==> src/rtl/if_pkg.sv <==
// Shared types and default widths for the input-feature fetch unit.
// Holds the fetch state encoding and the packed tile-configuration record.
package if_pkg;

   localparam int unsigned IF_ADDR_W = 16;
   localparam int unsigned IF_DATA_W = 64;
   localparam int unsigned IF_DIM_W  = 8;

   typedef enum logic [1:0] {
      IDLE,
      FETCH,
      DRAIN,
      DONE
   } fetch_state_e;

   typedef struct packed {
      logic [IF_ADDR_W-1:0] base;
      logic [IF_DIM_W-1:0]  width;
      logic [IF_DIM_W-1:0]  height;
      logic [IF_ADDR_W-1:0] pitch;
   } tile_cfg_t;

   function automatic logic is_zero_tile(input tile_cfg_t cfg);
      return (cfg.width == '0) || (cfg.height == '0);
   endfunction

endpackage

==> src/rtl/if_fetch_unit_if.sv <==
// Bundle of controller handshake, tile config, SRAM read port and feeder stream.
// slave is the fetch unit side; master is the surrounding controller/memory/feeder side.
interface if_fetch_unit_if
   import if_pkg::*;
#(
   parameter int unsigned ADDR_W = IF_ADDR_W,
   parameter int unsigned DATA_W = IF_DATA_W,
   parameter int unsigned DIM_W  = IF_DIM_W
) ();

   logic              if_read;
   logic              clr_if;
   logic              if_done;
   logic [ADDR_W-1:0] cfg_base;
   logic [DIM_W-1:0]  cfg_width;
   logic [DIM_W-1:0]  cfg_height;
   logic [ADDR_W-1:0] cfg_pitch;
   logic              mem_rd_en;
   logic [ADDR_W-1:0] mem_addr;
   logic [DATA_W-1:0] mem_rdata;
   logic              out_valid;
   logic [DATA_W-1:0] out_data;
   logic              out_last;
   logic              out_ready;

   modport slave (
      input  if_read, clr_if, cfg_base, cfg_width, cfg_height, cfg_pitch, mem_rdata, out_ready,
      output if_done, mem_rd_en, mem_addr, out_valid, out_data, out_last
   );

   modport master (
      output if_read, clr_if, cfg_base, cfg_width, cfg_height, cfg_pitch, mem_rdata, out_ready,
      input  if_done, mem_rd_en, mem_addr, out_valid, out_data, out_last
   );

endinterface

==> src/rtl/if_skid_buf.sv <==
// Two-entry FIFO holding {last, data} beats returned from the feature SRAM.
// The parent guarantees via credits that it is never pushed while full.
module if_skid_buf
   import if_pkg::*;
#(
   parameter int unsigned WIDTH = IF_DATA_W + 1
) (
   input  logic             clk,
   input  logic             rst,
   input  logic             flush,
   input  logic             push,
   input  logic             pop,
   input  logic [WIDTH-1:0] push_data,
   output logic [WIDTH-1:0] head,
   output logic [1:0]       count
);

   logic [WIDTH-1:0] mem_q [2];
   logic             wr_ptr_q;
   logic             rd_ptr_q;
   logic [1:0]       count_q;

   always_ff @(posedge clk) begin
      if (rst || flush) begin
         wr_ptr_q <= 1'b0;
         rd_ptr_q <= 1'b0;
         count_q  <= 2'd0;
      end else begin
         if (push) wr_ptr_q <= ~wr_ptr_q;
         if (pop)  rd_ptr_q <= ~rd_ptr_q;
         case ({push, pop})
            2'b10:   count_q <= count_q + 2'd1;
            2'b01:   count_q <= count_q - 2'd1;
            default: count_q <= count_q;
         endcase
      end
   end

   // Storage needs no reset: the head is only consumed while count is non-zero.
   always_ff @(posedge clk) begin
      if (push) mem_q[wr_ptr_q] <= push_data;
   end

   assign head  = mem_q[rd_ptr_q];
   assign count = count_q;

   assert property (@(posedge clk) disable iff (rst || flush) !(push && !pop && count_q == 2'd2));
   assert property (@(posedge clk) disable iff (rst || flush) !(pop && count_q == 2'd0));

endmodule

==> src/rtl/if_fetch_unit.sv <==
// Input-feature fetch responder: walks a row-major tile in feature SRAM and streams
// the words to the systolic-array feeder, absorbing stalls in a 2-entry skid buffer.
module if_fetch_unit
   import if_pkg::*;
#(
   parameter int unsigned ADDR_W = IF_ADDR_W,
   parameter int unsigned DATA_W = IF_DATA_W,
   parameter int unsigned DIM_W  = IF_DIM_W
) (
   input  logic          clk,
   input  logic          rst,
   if_fetch_unit_if.slave bus
);

   fetch_state_e      state_q;
   tile_cfg_t         cfg_in;
   logic [DIM_W-1:0]  width_q;
   logic [DIM_W-1:0]  height_q;
   logic [ADDR_W-1:0] pitch_q;
   logic [DIM_W-1:0]  col_q;
   logic [DIM_W-1:0]  row_q;
   logic [ADDR_W-1:0] row_base_q;
   logic              inflight_q;
   logic              inflight_last_q;
   logic              if_done_q;

   logic [1:0]        occ;
   logic [DATA_W:0]   skid_head;
   logic [DATA_W:0]   head;
   logic              credit;
   logic              issue;
   logic              row_end;
   logic              last_issue;
   logic              abort;
   logic              out_valid;
   logic              pop;
   logic              skid_pop;
   logic              push;

   assign cfg_in = '{base:   bus.cfg_base,
                     width:  bus.cfg_width,
                     height: bus.cfg_height,
                     pitch:  bus.cfg_pitch};

   // Buffered beats plus the read still in the SRAM pipe may never exceed two.
   assign credit     = (occ == 2'd0) || ((occ == 2'd1) && !inflight_q);
   assign issue      = (state_q == FETCH) && bus.if_read && credit;
   assign row_end    = (col_q == width_q - DIM_W'(1));
   assign last_issue = issue && row_end && (row_q == height_q - DIM_W'(1));
   assign abort      = !bus.if_read && ((state_q == FETCH) || (state_q == DRAIN));

   // An empty buffer passes the returning word straight through to the feeder.
   assign out_valid = (occ != 2'd0) || inflight_q;
   assign head      = (occ != 2'd0) ? skid_head : {inflight_last_q, bus.mem_rdata};
   assign pop       = out_valid && bus.out_ready;
   assign skid_pop  = pop && (occ != 2'd0);
   assign push      = inflight_q && !(pop && (occ == 2'd0));

   if_skid_buf #(
      .WIDTH (DATA_W + 1)
   ) u_skid (
      .clk       (clk),
      .rst       (rst),
      .flush     (abort),
      .push      (push),
      .pop       (skid_pop),
      .push_data ({inflight_last_q, bus.mem_rdata}),
      .head      (skid_head),
      .count     (occ)
   );

   always_ff @(posedge clk) begin
      if (rst) begin
         state_q         <= IDLE;
         width_q         <= '0;
         height_q        <= '0;
         pitch_q         <= '0;
         col_q           <= '0;
         row_q           <= '0;
         row_base_q      <= '0;
         inflight_q      <= 1'b0;
         inflight_last_q <= 1'b0;
         if_done_q       <= 1'b0;
      end else begin
         if_done_q       <= 1'b0;
         inflight_q      <= issue;
         inflight_last_q <= last_issue;
         case (state_q)
            IDLE: begin
               if (bus.if_read && bus.clr_if) begin
                  width_q    <= cfg_in.width;
                  height_q   <= cfg_in.height;
                  pitch_q    <= cfg_in.pitch;
                  col_q      <= '0;
                  row_q      <= '0;
                  row_base_q <= cfg_in.base;
                  if (is_zero_tile(cfg_in)) begin
                     state_q   <= DONE;
                     if_done_q <= 1'b1;
                  end else begin
                     state_q <= FETCH;
                  end
               end
            end
            FETCH: begin
               if (abort) begin
                  state_q <= IDLE;
               end else if (issue) begin
                  if (row_end) begin
                     col_q      <= '0;
                     row_q      <= row_q + DIM_W'(1);
                     row_base_q <= row_base_q + pitch_q;
                  end else begin
                     col_q <= col_q + DIM_W'(1);
                  end
                  if (last_issue) state_q <= DRAIN;
               end
            end
            DRAIN: begin
               if (abort) begin
                  state_q <= IDLE;
               end else if (pop && head[DATA_W]) begin
                  state_q   <= DONE;
                  if_done_q <= 1'b1;
               end
            end
            DONE: begin
               if (!bus.if_read) state_q <= IDLE;
            end
            default: state_q <= IDLE;
         endcase
      end
   end

   assign bus.mem_rd_en = issue;
   assign bus.mem_addr  = issue ? (row_base_q + ADDR_W'(col_q)) : '0;
   assign bus.out_valid = out_valid;
   assign bus.out_data  = out_valid ? head[DATA_W-1:0] : '0;
   assign bus.out_last  = out_valid && head[DATA_W];
   assign bus.if_done   = if_done_q;

endmodule

==> src/flat_wrapper.sv <==
// flat-port wrapper written by rule: the top's interface ports become plain ports
module if_fetch_unit_flat import if_pkg::*;
#(
   parameter int unsigned ADDR_W = IF_ADDR_W,
   parameter int unsigned DATA_W = IF_DATA_W,
   parameter int unsigned DIM_W  = IF_DIM_W
)
  (clk, rst, bus_if_read, bus_clr_if, bus_cfg_base, bus_cfg_width, bus_cfg_height, bus_cfg_pitch, bus_mem_rdata, bus_out_ready, bus_if_done, bus_mem_rd_en, bus_mem_addr, bus_out_valid, bus_out_data, bus_out_last);
  if_fetch_unit_if #(.ADDR_W(ADDR_W), .DATA_W(DATA_W), .DIM_W(DIM_W)) bus_i ();
  input  logic clk;
  input  logic rst;
  input wire logic [$bits(bus_i.if_read)-1:0] bus_if_read;
  input wire logic [$bits(bus_i.clr_if)-1:0] bus_clr_if;
  input wire logic [$bits(bus_i.cfg_base)-1:0] bus_cfg_base;
  input wire logic [$bits(bus_i.cfg_width)-1:0] bus_cfg_width;
  input wire logic [$bits(bus_i.cfg_height)-1:0] bus_cfg_height;
  input wire logic [$bits(bus_i.cfg_pitch)-1:0] bus_cfg_pitch;
  input wire logic [$bits(bus_i.mem_rdata)-1:0] bus_mem_rdata;
  input wire logic [$bits(bus_i.out_ready)-1:0] bus_out_ready;
  output wire logic [$bits(bus_i.if_done)-1:0] bus_if_done;
  output wire logic [$bits(bus_i.mem_rd_en)-1:0] bus_mem_rd_en;
  output wire logic [$bits(bus_i.mem_addr)-1:0] bus_mem_addr;
  output wire logic [$bits(bus_i.out_valid)-1:0] bus_out_valid;
  output wire logic [$bits(bus_i.out_data)-1:0] bus_out_data;
  output wire logic [$bits(bus_i.out_last)-1:0] bus_out_last;
  assign bus_i.if_read = bus_if_read;
  assign bus_i.clr_if = bus_clr_if;
  assign bus_i.cfg_base = bus_cfg_base;
  assign bus_i.cfg_width = bus_cfg_width;
  assign bus_i.cfg_height = bus_cfg_height;
  assign bus_i.cfg_pitch = bus_cfg_pitch;
  assign bus_i.mem_rdata = bus_mem_rdata;
  assign bus_i.out_ready = bus_out_ready;
  assign bus_if_done = bus_i.if_done;
  assign bus_mem_rd_en = bus_i.mem_rd_en;
  assign bus_mem_addr = bus_i.mem_addr;
  assign bus_out_valid = bus_i.out_valid;
  assign bus_out_data = bus_i.out_data;
  assign bus_out_last = bus_i.out_last;
  if_fetch_unit #(.ADDR_W(ADDR_W), .DATA_W(DATA_W), .DIM_W(DIM_W)) u_core (.clk(clk), .rst(rst), .bus(bus_i));
endmodule
==> config.mk <==
export PLATFORM = sky130hd
export DESIGN_NAME = if_fetch_unit_flat
export DESIGN_NICKNAME = d
export VERILOG_FILES = /design/src/rtl/if_pkg.sv /design/src/rtl/if_fetch_unit_if.sv /design/src/rtl/if_skid_buf.sv /design/src/rtl/if_fetch_unit.sv /design/src/flat_wrapper.sv
export SDC_FILE = /design/constraint.sdc
export NUM_CORES = 1
export LEC_CHECK = 0
export BUFFER_PORTS_ARGS = -buffer_cell sky130_fd_sc_hd__buf_4
export CORE_MARGIN = 2
export CORE_UTILIZATION = 40
export CTS_BUF_LIST = sky130_fd_sc_hd__clkbuf_4 sky130_fd_sc_hd__clkbuf_8 sky130_fd_sc_hd__clkbuf_16
export CTS_CLUSTER_SIZE = 12
export DETAILED_ROUTE_END_ITERATION = 16
export HOLD_SLACK_MARGIN = 0.03
export SYNTH_ARGS = -nofsm -noshare
export SYNTH_HDL_FRONTEND = slang
export SYNTH_SLANG_ARGS = --single-unit
export TNS_END_PERCENT = 50
==> constraint.sdc <==
create_clock -name clk -period 11.4 [get_ports clk]
set_input_delay 1.14 -clock clk [delete_from_list [all_inputs] [get_ports clk]]
set_output_delay 1.14 -clock clk [all_outputs]
set_load 0.01 [all_outputs]
==> summary.txt, run 1 <==
Synth
  • Distinct cells, synth: 63
  • FF+latch count, synth: 204
  • Predominant post-synthesis flop cell: edfxtp_1
  • Syn_nets: approximately 1100
  • Fraction of registers with async set or reset after synthesis: 0%
  • Synth Cell Area: 10200 µm²
  • Syn Inst Count: 977
  • Syn Area/Cell: roughly 10 µm²
  • Sequential area share after synthesis: 52.8%
  • Yosys warns: 0
  • Post-synth EDFFs: 130

STA
  • TNS Setup: 0 ns
  • Fin crit share: 37.5%
  • Max-slew headroom: 22.8%
  • Final setup fails: 0
  • Worst hold margin: around 0.46 ns
  • RSZ-0062 raised after global routing: false
  • Hold Fails Final Rpt: 0
  • Tmin final: 4.28 ns
  • Worst-margin pin slew: 1.16 ns
  • F_max: 234 MHz
  • Clk_skew: about 0.015 ns
  • Final Slew Violations: 0

Finish
  • Post-Layout Inst Area: 12700 µm²
  • Fin nets: 1317
  • Sequential Area: 5390 µm²
  • Multi-input combinational cell area: 4520 µm²
  • Share of cells above drive strength 1: between 20% and 30%
  • Layout fillers: 2304
  • Layout Cells excl Fill: 1510
  • Layout area overhead: 24.6%

GRT
  • Pin count of the biggest net entering global routing: 70
  • First-pass GRT wire length: 39100 µm
  • Overflow after GRT: 0
  • Initial antenna violation count: 2
  • GR Util All Layers: about 18%
  • Number of global-route vias before repair: 7591

Critical path
  • Required time of the worst setup path: 10.26 ns
  • Crit path DAT: 3.14 ns
  • Critical Path Source Type: register
  • Crit-path slowest cell: a2111o_1
  • CP Capture Type: output port
  • Crit-path cells: ha_1 -> fa_1 -> a21o_1 -> a21oi_1 -> o21bai_1 -> a2111o_1 -> and3_1 -> nor3_1 -> buf_4
  • Crit-path leading delay family: compound AO/OA/AOI/OAI gates
  • Worst Setup Path Type: register to output port
  • Worst-path maximum fanout: 6
  • CP max stage delay: 0.48 ns
  • WP buf/inv: 1

Power and ir drop
  • Clock Power Share: between 20% and 30%
  • Design internal power: 0.00168 W
  • Static leakage: 4.81 nW
  • Peak supply drop: 0.113 mV
  • Reg power frac: 35.2%
  • P_sw: slightly below 0.0009 W
  • Comb power frac: 37.0%
  • Total Power: 0.00256 W
  • Switching Share: 34.2%
  • PwrDens: between 200 and 250 nW/µm²

Status
  • Status: finished clean

Worst hold path
  • Worst hold path type: register to register

Placement
  • Dpl cells: 1468
  • Placed instance area: around 12000 µm²
  • Detail Placement HPWL: 17300 µm
  • Port bufs: 200
  • Placer Congestion: 0.870

Routing
  • Routed vias/inst: 5.16
  • Total Wirelength: 25000 µm
  • First DRT Iteration DRCs: 426
  • Remaining antenna violation count: 0
  • Pre-Repair DR Iteration Count: 5
  • Metal3 WL: about 1600 µm
  • Met2 wire len: 11900 µm
  • M1 WL: 10900 µm
  • Routed vias: 7797
  • WL/cell: 16.6 µm
  • Number of remaining DRC errors: 0
  • Uppermost layer routed: met5

Clock network
  • Number of hold buffers added after CTS: 0
  • Clock latency on the worst-skew pair: 0.52 ns
  • Clk buf depth: 3
  • Setup bufs post-CTS: 0
  • CTS tree: yes
  • # resized after CTS: 0
  • CTS root buf: clkbuf_16
  • Total CTS buffers: 23
  • Clock sink count: 204
  • Clock Pin Slew Worst Setup and Hold Paths: roughly 0.060 ns
  • H-tree levels: 1

Floorplanning
  • Core area: 25100 µm²
  • Initial core utilization: 40.7%
  • FP Rows: slightly below 60
  • Die height: about 160 µm
  • Die ar.: 26800 µm²
  • Die Width: 164 µm
  • I/O pin count: 201

Flow run
  • Max-Cap Viols: 0
sequential cells by signal, indices dropped and copies added (netlist names), named ones only:
| name | cells |
|---|---|
| u_core.u_skid.wr_ptr_q | 1 |
| u_core.width_q | 8 |
| u_core.row_base_q | 16 |
| u_core.col_q | 8 |
| u_core.bus.if_done | 1 |
| u_core.u_skid.rd_ptr_q | 1 |
| u_core.inflight_last_q | 1 |
| u_core.inflight_q | 1 |
| u_core.state_q | 2 |
| u_core.u_skid.mem_q | 130 |
| u_core.pitch_q | 16 |
| u_core.row_q | 8 |
| u_core.height_q | 8 |
| u_core.u_skid.count | 2 |
cell usage after synthesis (6+ instances only):
cell type  count  area share, %
nand2_1      159            5.8
edfxtp_1     130             38
o21ai_0       83            4.1
dfxtp_1       74             15
mux2i_1       73            7.2
nor2_1        72            2.6
a21oi_1       62            3.0
clkbuf_1      35            1.3
ha_1          35            4.3
xnor2_1       29            2.5
xor2_1        29            2.5
inv_1         20           0.74
a211oi_1      18            1.3
nand3_1       16           0.78
and3_1        11           0.67
nand4_1       10           0.61
nand2b_1       9           0.55
nor3_1         8           0.39
o21a_1         8           0.59
a21o_1         7           0.51
nor4_1         6           0.37
power groups by stage:
stage,clock (W),sequential (W),combinational (W)
2_1_floorplan,0,0.000897,0.000595
3_3_place_gp,0,0.000915,0.000949
3_5_place_dp,0,0.000915,0.000954
4_1_cts,0.000731,0.000899,0.000957
5_1_grt,0.000756,0.000907,0.00104
6_report,0.000711,0.000899,0.000946
tightest hold or removal path: stages (launching register included):
cell and delay (ns):
dfxtp_1 0.31, nand2_1 0.05, a21oi_1 0.05
stage by stage:
| step | setup slack (ns) | utilization (%) |
|---|---|---|
| 2_1_floorplan | 6.89 | - |
| 3_3_place_gp | 7.67 | 47.7 |
| 3_5_place_dp | 7.68 | 47.7 |
| 4_1_cts | 7.11 | 50.6 |
| 5_1_grt | 6.87 | 50.6 |
| 6_report | 7.12 | 50.6 |
kinds of logic (layout without fill, tap and decap cells):
family / after synthesis / after routing / synth area share [%]
compound gates: 219 / 219 / 13.5
mux: 73 / 73 / 7.16
flops: 204 / 204 / 52.8
xor+xnor: 58 / 58 / 4.98
buf+inv: 68 / 270 / 3.06
simple gates: 318 / 318 / 13.8
other cells: 0 / 1 / 0
fa+ha+maj: 37 / 37 / 4.68
worst paths after layout:
kind                                endpoint  cells past startpoint  slack, ns                             from
max reg2reg     u_core.col_q[6]$_SDFFE_PP0P_                      9       8.08   u_core.width_q[0]$_SDFFE_PP0P_
max                          bus_mem_addr[8]                      9       7.12     u_core.col_q[0]$_SDFFE_PP0P_
min          u_core.pitch_q[11]$_SDFFE_PP0P_                      2       0.46  u_core.pitch_q[11]$_SDFFE_PP0P_
min reg2reg  u_core.pitch_q[11]$_SDFFE_PP0P_                      2       0.46  u_core.pitch_q[11]$_SDFFE_PP0P_
cell type report:
class / instances / area share [%]
inverter: 20 / 0.590
clock inverter: 3 / 0.236
timing repair buffer: 209 / 12.3
tap: 330 / 3.25
antenna: 1 / 0.0197
multi-input combinational: 705 / 35.6
clock buffer: 38 / 5.61
sequential: 204 / 42.4
cell usage in the layout (no fill, tap or decap), types with 7 or more instances in the layout:
master | Yosys | final
buf_4 | 0 | 209
nand2_1 | 159 | 159
edfxtp_1 | 130 | 130
o21ai_0 | 83 | 83
mux2i_1 | 73 | 73
dfxtp_1 | 74 | 73
nor2_1 | 72 | 71
a21oi_1 | 62 | 62
ha_1 | 35 | 34
xnor2_1 | 29 | 29
xor2_1 | 29 | 29
clkbuf_16 | 0 | 23
inv_1 | 20 | 20
a211oi_1 | 18 | 18
nand3_1 | 16 | 16
clkbuf_4 | 0 | 11
nand4_1 | 10 | 10
and3_1 | 11 | 10
nand2b_1 | 9 | 9
nor3_1 | 8 | 8
o21a_1 | 8 | 8
a21o_1 | 7 | 7
per-layer routing:
layer | up-vias | global-route usage (%)
li1 | 3903 | -
met1 | 3632 | 23.2
met2 | 229 | 31.7
met3 | 31 | 3.54
met4 | 2 | 4.31
met5 | - | 0
Power figures use the tool's default switching activity.
==> inputs of run 2 (changes only) <==
- clock period: 11.4 -> 3.9 ns (I/O delays scaled with it)
==> run 2 against run 1 <==
Via count shrank 1.1%. Clock-buffer cell count is 2 lower. Register-to-register slack lost 7.3 ns. Critical endpoint unchanged. Largest power group unchanged. Highest routed layer is now met4.
==> summary.txt, run 2 (synthesis gave the netlist of run 1 again) <==
STA
  • Final Slew Violations: 0
  • F_max: about 280 MHz
  • Max-slew headroom: between 50 and 60%
  • RSZ-0062 raised after global routing: false
  • Tmin final: ~3.5 ns
  • Clk_skew: around 0.016 ns
  • Fin crit share: 90.7%
  • TNS Setup: 0 ns
  • Worst-margin pin slew: a little over 0.7 ns
  • Hold Fails Final Rpt: 0
  • Final setup fails: 0

Routing
  • WL/cell: around 17 µm
  • Number of remaining DRC errors: 0
  • Routed vias: a little under 8000
  • First DRT Iteration DRCs: 266
  • Total Wirelength: about 25000 µm
  • Routed vias/inst: 5.09
  • Pre-Repair DR Iteration Count: 4
  • Remaining antenna violation count: 0

Floorplanning
  • Core area: 25100 µm²
  • Die height: approximately 160 µm
  • Die Width: 164 µm
  • I/O pin count: 201
  • Initial core utilization: 40.7%
  • FP Rows: 58
  • Die ar.: 26800 µm²

Power and ir drop
  • Static leakage: 4.87 nW
  • PwrDens: 600 nW/µm²
  • Clock Power Share: 29.5%
  • Switching Share: ~33%
  • Total Power: 0.00771 W
  • Reg power frac: a little over a third
  • Peak supply drop: a little under 0.3 mV
  • Comb power frac: 35.5%
  • P_sw: 0.00258 W
  • Design internal power: 0.00513 W

GRT
  • Pin count of the biggest net entering global routing: 70
  • Number of global-route vias before repair: 7547
  • GR Util All Layers: 18.4%
  • Initial antenna violation count: 0
  • First-pass GRT wire length: between 30000 and 40000 µm
  • Overflow after GRT: 0

Finish
  • Layout area overhead: 26.0%
  • Layout fillers: around 2300
  • Top flop regs: u_core.u_skid.mem_q (130), u_core.pitch_q (16), u_core.row_base_q (16)
  • Biggest register: u_core.u_skid.mem_q
  • Final Core Density: between 50% and 60%
  • Sequential Area: approximately 5400 µm²
  • Fin nets: about 1300
  • Commonest cells after routing, fill and taps aside: buf_4, nand2_1, edfxtp_1
  • Post-Layout Inst Area: 12900 µm²
  • N_diodes: 0
  • Multi-input combinational cell area: 4520 µm²
  • Share of cells above drive strength 1: 23.3%
  • Leading cell type in the layout, fill and taps excluded: buf_4
  • Max reg flops: 130

Critical path
  • Worst-path maximum fanout: 6
  • Worst Setup Path Type: register to output port
  • Required time of the worst setup path: 3.51 ns
  • Crit Reg-Reg Startpoint: u_core.width_q[0]$_SDFFE_PP0P_
  • Critical Path Source Type: register
  • FF-to-FF End: u_core.row_base_q[13]$_SDFFE_PP0P_
  • Start point of the critical path: u_core.col_q[0]$_SDFFE_PP0P_
  • Critical Path Sink: bus_mem_addr[8]
  • FF-to-FF path depth: 10
  • Crit path DAT: around 3.2 ns
  • CP Capture Type: output port
  • Internal reg-to-reg setup slack: roughly 0.80 ns

Clock network
  • H-tree levels: 1
  • Total CTS buffers: 24
  • Setup bufs post-CTS: 0
  • Clk buf depth: 3
  • CTS root buf: clkbuf_16
  • CTS tree: yes
  • # resized after CTS: 0
  • Clock sink count: 204
  • Clock latency on the worst-skew pair: 0.50 ns
  • Number of hold buffers added after CTS: 0
  • Clock Pin Slew Worst Setup and Hold Paths: approximately 0.06 ns

Placement
  • Placed instance area: 12000 µm²
  • Port bufs: 200
  • Placer Congestion: 0.870
  • Detail Placement HPWL: 17400 µm

Worst hold path
  • Worst hold path type: primary input to register

Flow run
  • Max-Cap Viols: 0

Status
  • Status: finished clean
-- run 2: changes by cell type in the layout (fill, tap and decap cells not counted) --
cell,previous run,this run
clkbuf_4,11,5
buf_12,0,3
bufinv_16,0,2
clkbuf_16,23,25
clkbuf_8,4,6
clkinv_1,0,2
buf_4,209,208
clkinv_2,2,3
clkinvlp_4,0,1
diode_2,1,0
inv_16,1,0
-- run 2: worst min path at each step --
stage,from,endpoint,slack [ns],depth (start not counted)
2_1_floorplan,u_core.inflight_last_q$_SDFF_PP0_,u_core.u_skid.mem_q[0][64]$_DFFE_PP_,0.43,0
5_1_grt,bus_mem_rdata[52],u_core.u_skid.mem_q[0][52]$_DFFE_PP_,0.06,1
3_5_place_dp,u_core.inflight_last_q$_SDFF_PP0_,u_core.u_skid.mem_q[0][64]$_DFFE_PP_,0.44,0
3_3_place_gp,u_core.inflight_last_q$_SDFF_PP0_,u_core.u_skid.mem_q[0][64]$_DFFE_PP_,0.44,0
4_1_cts,bus_mem_rdata[4],u_core.u_skid.mem_q[0][4]$_DFFE_PP_,0.06,1
6_report,bus_mem_rdata[4],u_core.u_skid.mem_q[0][4]$_DFFE_PP_,0.08,1
-- run 2: area by class of cell --
type	count	share of cell area [%]
flip-flops and latches	204	41.9
multi-input cells	705	35.2
repair buffers	211	12.6
clock buffers	36	5.80
well taps	330	3.21
clock inverters	8	0.701
inverters	20	0.584
-- run 2: power groups by stage --
stage	Combinational [W]	Sequential [W]	Clock, W
2_1_floorplan	0.00174	0.00262	0
3_3_place_gp	0.00273	0.00274	0
3_5_place_dp	0.00276	0.00274	0
4_1_cts	0.00277	0.00270	0.00234
5_1_grt	0.00303	0.00272	0.00243
6_report	0.00274	0.00270	0.00228
-- run 2: worst max-delay path, stage by stage (launching register included) --
cell and delay [ns]:
dfxtp_1 0.38, ha_1 0.25, fa_1 0.46, a21o_1 0.19, a21oi_1 0.22, o21bai_1 0.12, a2111o_1 0.48, and3_1 0.21
nor3_1 0.18, buf_4 0.15
-- run 2: routing by layer --
| metal | part of all wire [%] | vias up | track usage [%] | wire (µm) |
|---|---|---|---|---|
| met4 | 1.7 | 0 | 3.83 | 430 |
| met1 | 45 | 3576 | 24.3 | 11400 |
| met3 | 6.4 | 34 | 3.18 | 1610 |
| li1 | - | 3889 | - | - |
| met2 | 47 | 210 | 31.6 | 11800 |
| met5 | 0 | - | 0 | 0 |
-- run 2: per-stage QoR --
stage | hold WS, ns | std cells | worst slack [ns]
2_1_floorplan | 0.425 | 977 | 0.774
3_3_place_gp | 0.440 | 1470 | 0.852
3_5_place_dp | 0.442 | 1470 | 0.765
4_1_cts | 0.0591 | 1514 | 0.358
5_1_grt | 0.0608 | 1514 | 0.193
6_report | 0.0790 | 1514 | 0.361
==> inputs of run 3 (changes only) <==
- BUFFER_PORTS_ARGS: -buffer_cell sky130_fd_sc_hd__buf_4 -> -buffer_cell sky130_fd_sc_hd__buf_2
==> run 3 against run 2 <==
Clock-buffer cell count did not move. Sequential cell count did not move. First-iteration DRC count increased by 42%. Combinational power down 9.5%. Non-clock buffer count rose by 1. Register-to-register slack better by 0.09 ns. Critical path depth did not move. Worst setup slack better by 0.022 ns. Critical path type unchanged. Cell count barely moved. Utilization is 2.4 points lower.
==> summary.txt, run 3 (synthesis gave the netlist of run 1 again) <==
Floorplanning
  • Initial core utilization: 40.7%
  • Die height: 164 µm
  • I/O pin count: 201
  • Die Width: 164 µm
  • FP Rows: 58
  • Die ar.: between 20000 and 30000 µm²
  • Core area: 25100 µm²

Clock network
  • Clock Pin Slew Worst Setup and Hold Paths: 0.06 ns
  • Clock sink count: between 200 and 250
  • CTS root buf: clkbuf_16
  • Number of hold buffers added after CTS: 0
  • Setup bufs post-CTS: 0
  • Clock latency on the worst-skew pair: 0.52 ns
  • Clk buf depth: 3
  • H-tree levels: 1
  • # resized after CTS: 0
  • CTS tree: yes
  • Total CTS buffers: 23

Critical path
  • Crit-path leading delay family: compound AO/OA/AOI/OAI gates
  • Crit path DAT: around 3.1 ns
  • Crit-path cells: ha_1 -> a21o_1 -> a21o_1 -> a2111oi_0 -> nor2_1 -> o31ai_1 -> xor2_1 -> nor2_1 -> buf_2
  • Critical Path Source Type: register
  • CP Capture Type: output port
  • Worst Setup Path Type: register to output port
  • Crit-path slowest cell: a2111oi_0
  • Worst-path maximum fanout: 7
  • Required time of the worst setup path: 3.51 ns
  • CP max stage delay: 0.71 ns
  • WP buf/inv: 1

STA
  • Tmin final: 3.52 ns
  • TNS Setup: 0 ns
  • RSZ-0062 raised after global routing: false
  • Final setup fails: 0
  • Max-slew headroom: 49.5%
  • Hold Fails Final Rpt: 0
  • Worst-margin pin slew: 0.738 ns
  • Clk_skew: 0.0170 ns
  • Final Slew Violations: 0
  • Fin crit share: 90.2%
  • F_max: between 200 and 300 MHz

GRT
  • First-pass GRT wire length: 38100 µm
  • Pin count of the biggest net entering global routing: 65
  • Number of global-route vias before repair: between 7000 and 8000
  • Initial antenna violation count: 3
  • GR Util All Layers: 17.8%
  • Overflow after GRT: 0

Finish
  • Final Core Density: about half
  • Share of cells above drive strength 1: between 20% and 30%
  • Max reg flops: 130
  • Fin nets: about 1300
  • Commonest cells after routing, fill and taps aside: buf_2, nand2_1, edfxtp_1
  • Layout Cells excl Fill: around 1500
  • Biggest register: u_core.u_skid.mem_q
  • Layout area overhead: 20.1%
  • Leading cell type in the layout, fill and taps excluded: buf_2
  • Layout fillers: 2351
  • Top flop regs: u_core.u_skid.mem_q (130), u_core.pitch_q (16), u_core.row_base_q (16)

Flow run
  • Max-Cap Viols: 0

Placement
  • Detail Placement HPWL: 17300 µm
  • Placer Congestion: approximately 0.85
  • Dpl cells: between 1000 and 1500
  • Port bufs: 200

Routing
  • Pre-Repair DR Iteration Count: 7
  • Total Wirelength: 24800 µm
  • Number of remaining DRC errors: 0
  • Routed vias: 7760
  • Routed vias/inst: 5.12
  • WL/cell: 16.4 µm
  • Remaining antenna violation count: 0
  • First DRT Iteration DRCs: 377

Power and ir drop
  • Peak supply drop: around 0.3 mV
  • Static leakage: 4.72 nW
  • PwrDens: 592 nW/µm²

Status
  • Status: finished clean

Worst hold path
  • Worst hold path type: primary input to register
-- run 3: cell count changes in the layout (fill, tap and decap cells not counted), moves of 2 or more --
| cell | change |
|---|---|
| buf_2 | +200 |
| buf_4 | -198 |
| clkbuf_4 | +5 |
| clkbuf_8 | -3 |
| bufinv_16 | -2 |
| clkbuf_16 | -2 |
| diode_2 | +2 |
-- run 3: layout make-up --
type / instances / area (µm²) / share of cell area (%)
Timing Repair Buffer: 212 / 1120 / 9.10
Inverter: 20 / 75.1 / 0.612
Clock buffer: 36 / 692 / 5.64
Tap cell: 330 / 413 / 3.37
Clock inverter: 6 / 48.8 / 0.398
Antenna cell: 2 / 5.00 / 0.0408
Sequential cell: 204 / 5390 / 44.0
Multi-Input combinational cell: 705 / 4520 / 36.9
-- run 3: report_power, final --
part           internal (W)  total, W  switching [W]  leakage (nW)
clock               0.00123   0.00208       0.000847         0.370
combinational      0.000985   0.00248        0.00150          2.58
sequential          0.00248   0.00269       0.000218          1.77
-- run 3: metal layers --
metal  up-vias  track usage, %  part of all wire, %  routed length [µm]
met5         -               0                0.032                   8
met4         2            4.51                  2.0                 486
met3        30            3.36                  5.6                1390
met2       196            31.2                   47               11800
met1      3625            22.5                   45               11200
li1       3907               -                    -                   -
-- run 3: worst paths after layout --
path / start / to / slack, ns / cells after the start
worst max-delay path: u_core.col_q[1]$_SDFFE_PP0P_ / bus_mem_addr[9] / 0.38 / 9
worst min-delay path: bus_mem_rdata[31] / u_core.u_skid.mem_q[1][31]$_DFFE_PP_ / 0.07 / 1
worst max register to register: u_core.width_q[0]$_SDFFE_PP0P_ / u_core.col_q[3]$_SDFFE_PP0P_ / 0.89 / 10
worst min register to register: u_core.inflight_last_q$_SDFF_PP0_ / u_core.u_skid.mem_q[0][64]$_DFFE_PP_ / 0.45 / 0
-- run 3: through the flow --
| step | power, W | hold slack [ns] | cell area [µm²] | worst slack [ns] |
|---|---|---|---|---|
| final | 0.00725 | 0.0698 | 12300 | 0.384 |
| after global routing | 0.00768 | 0.0455 | 12300 | 0.155 |
| after CTS | 0.00733 | 0.0438 | 12300 | 0.378 |
| after detailed placement | 0.00523 | 0.449 | 11500 | 0.891 |
| after global placement | 0.00521 | 0.448 | 11500 | 0.939 |
| after floorplan | 0.00436 | 0.425 | 10200 | 0.774 |
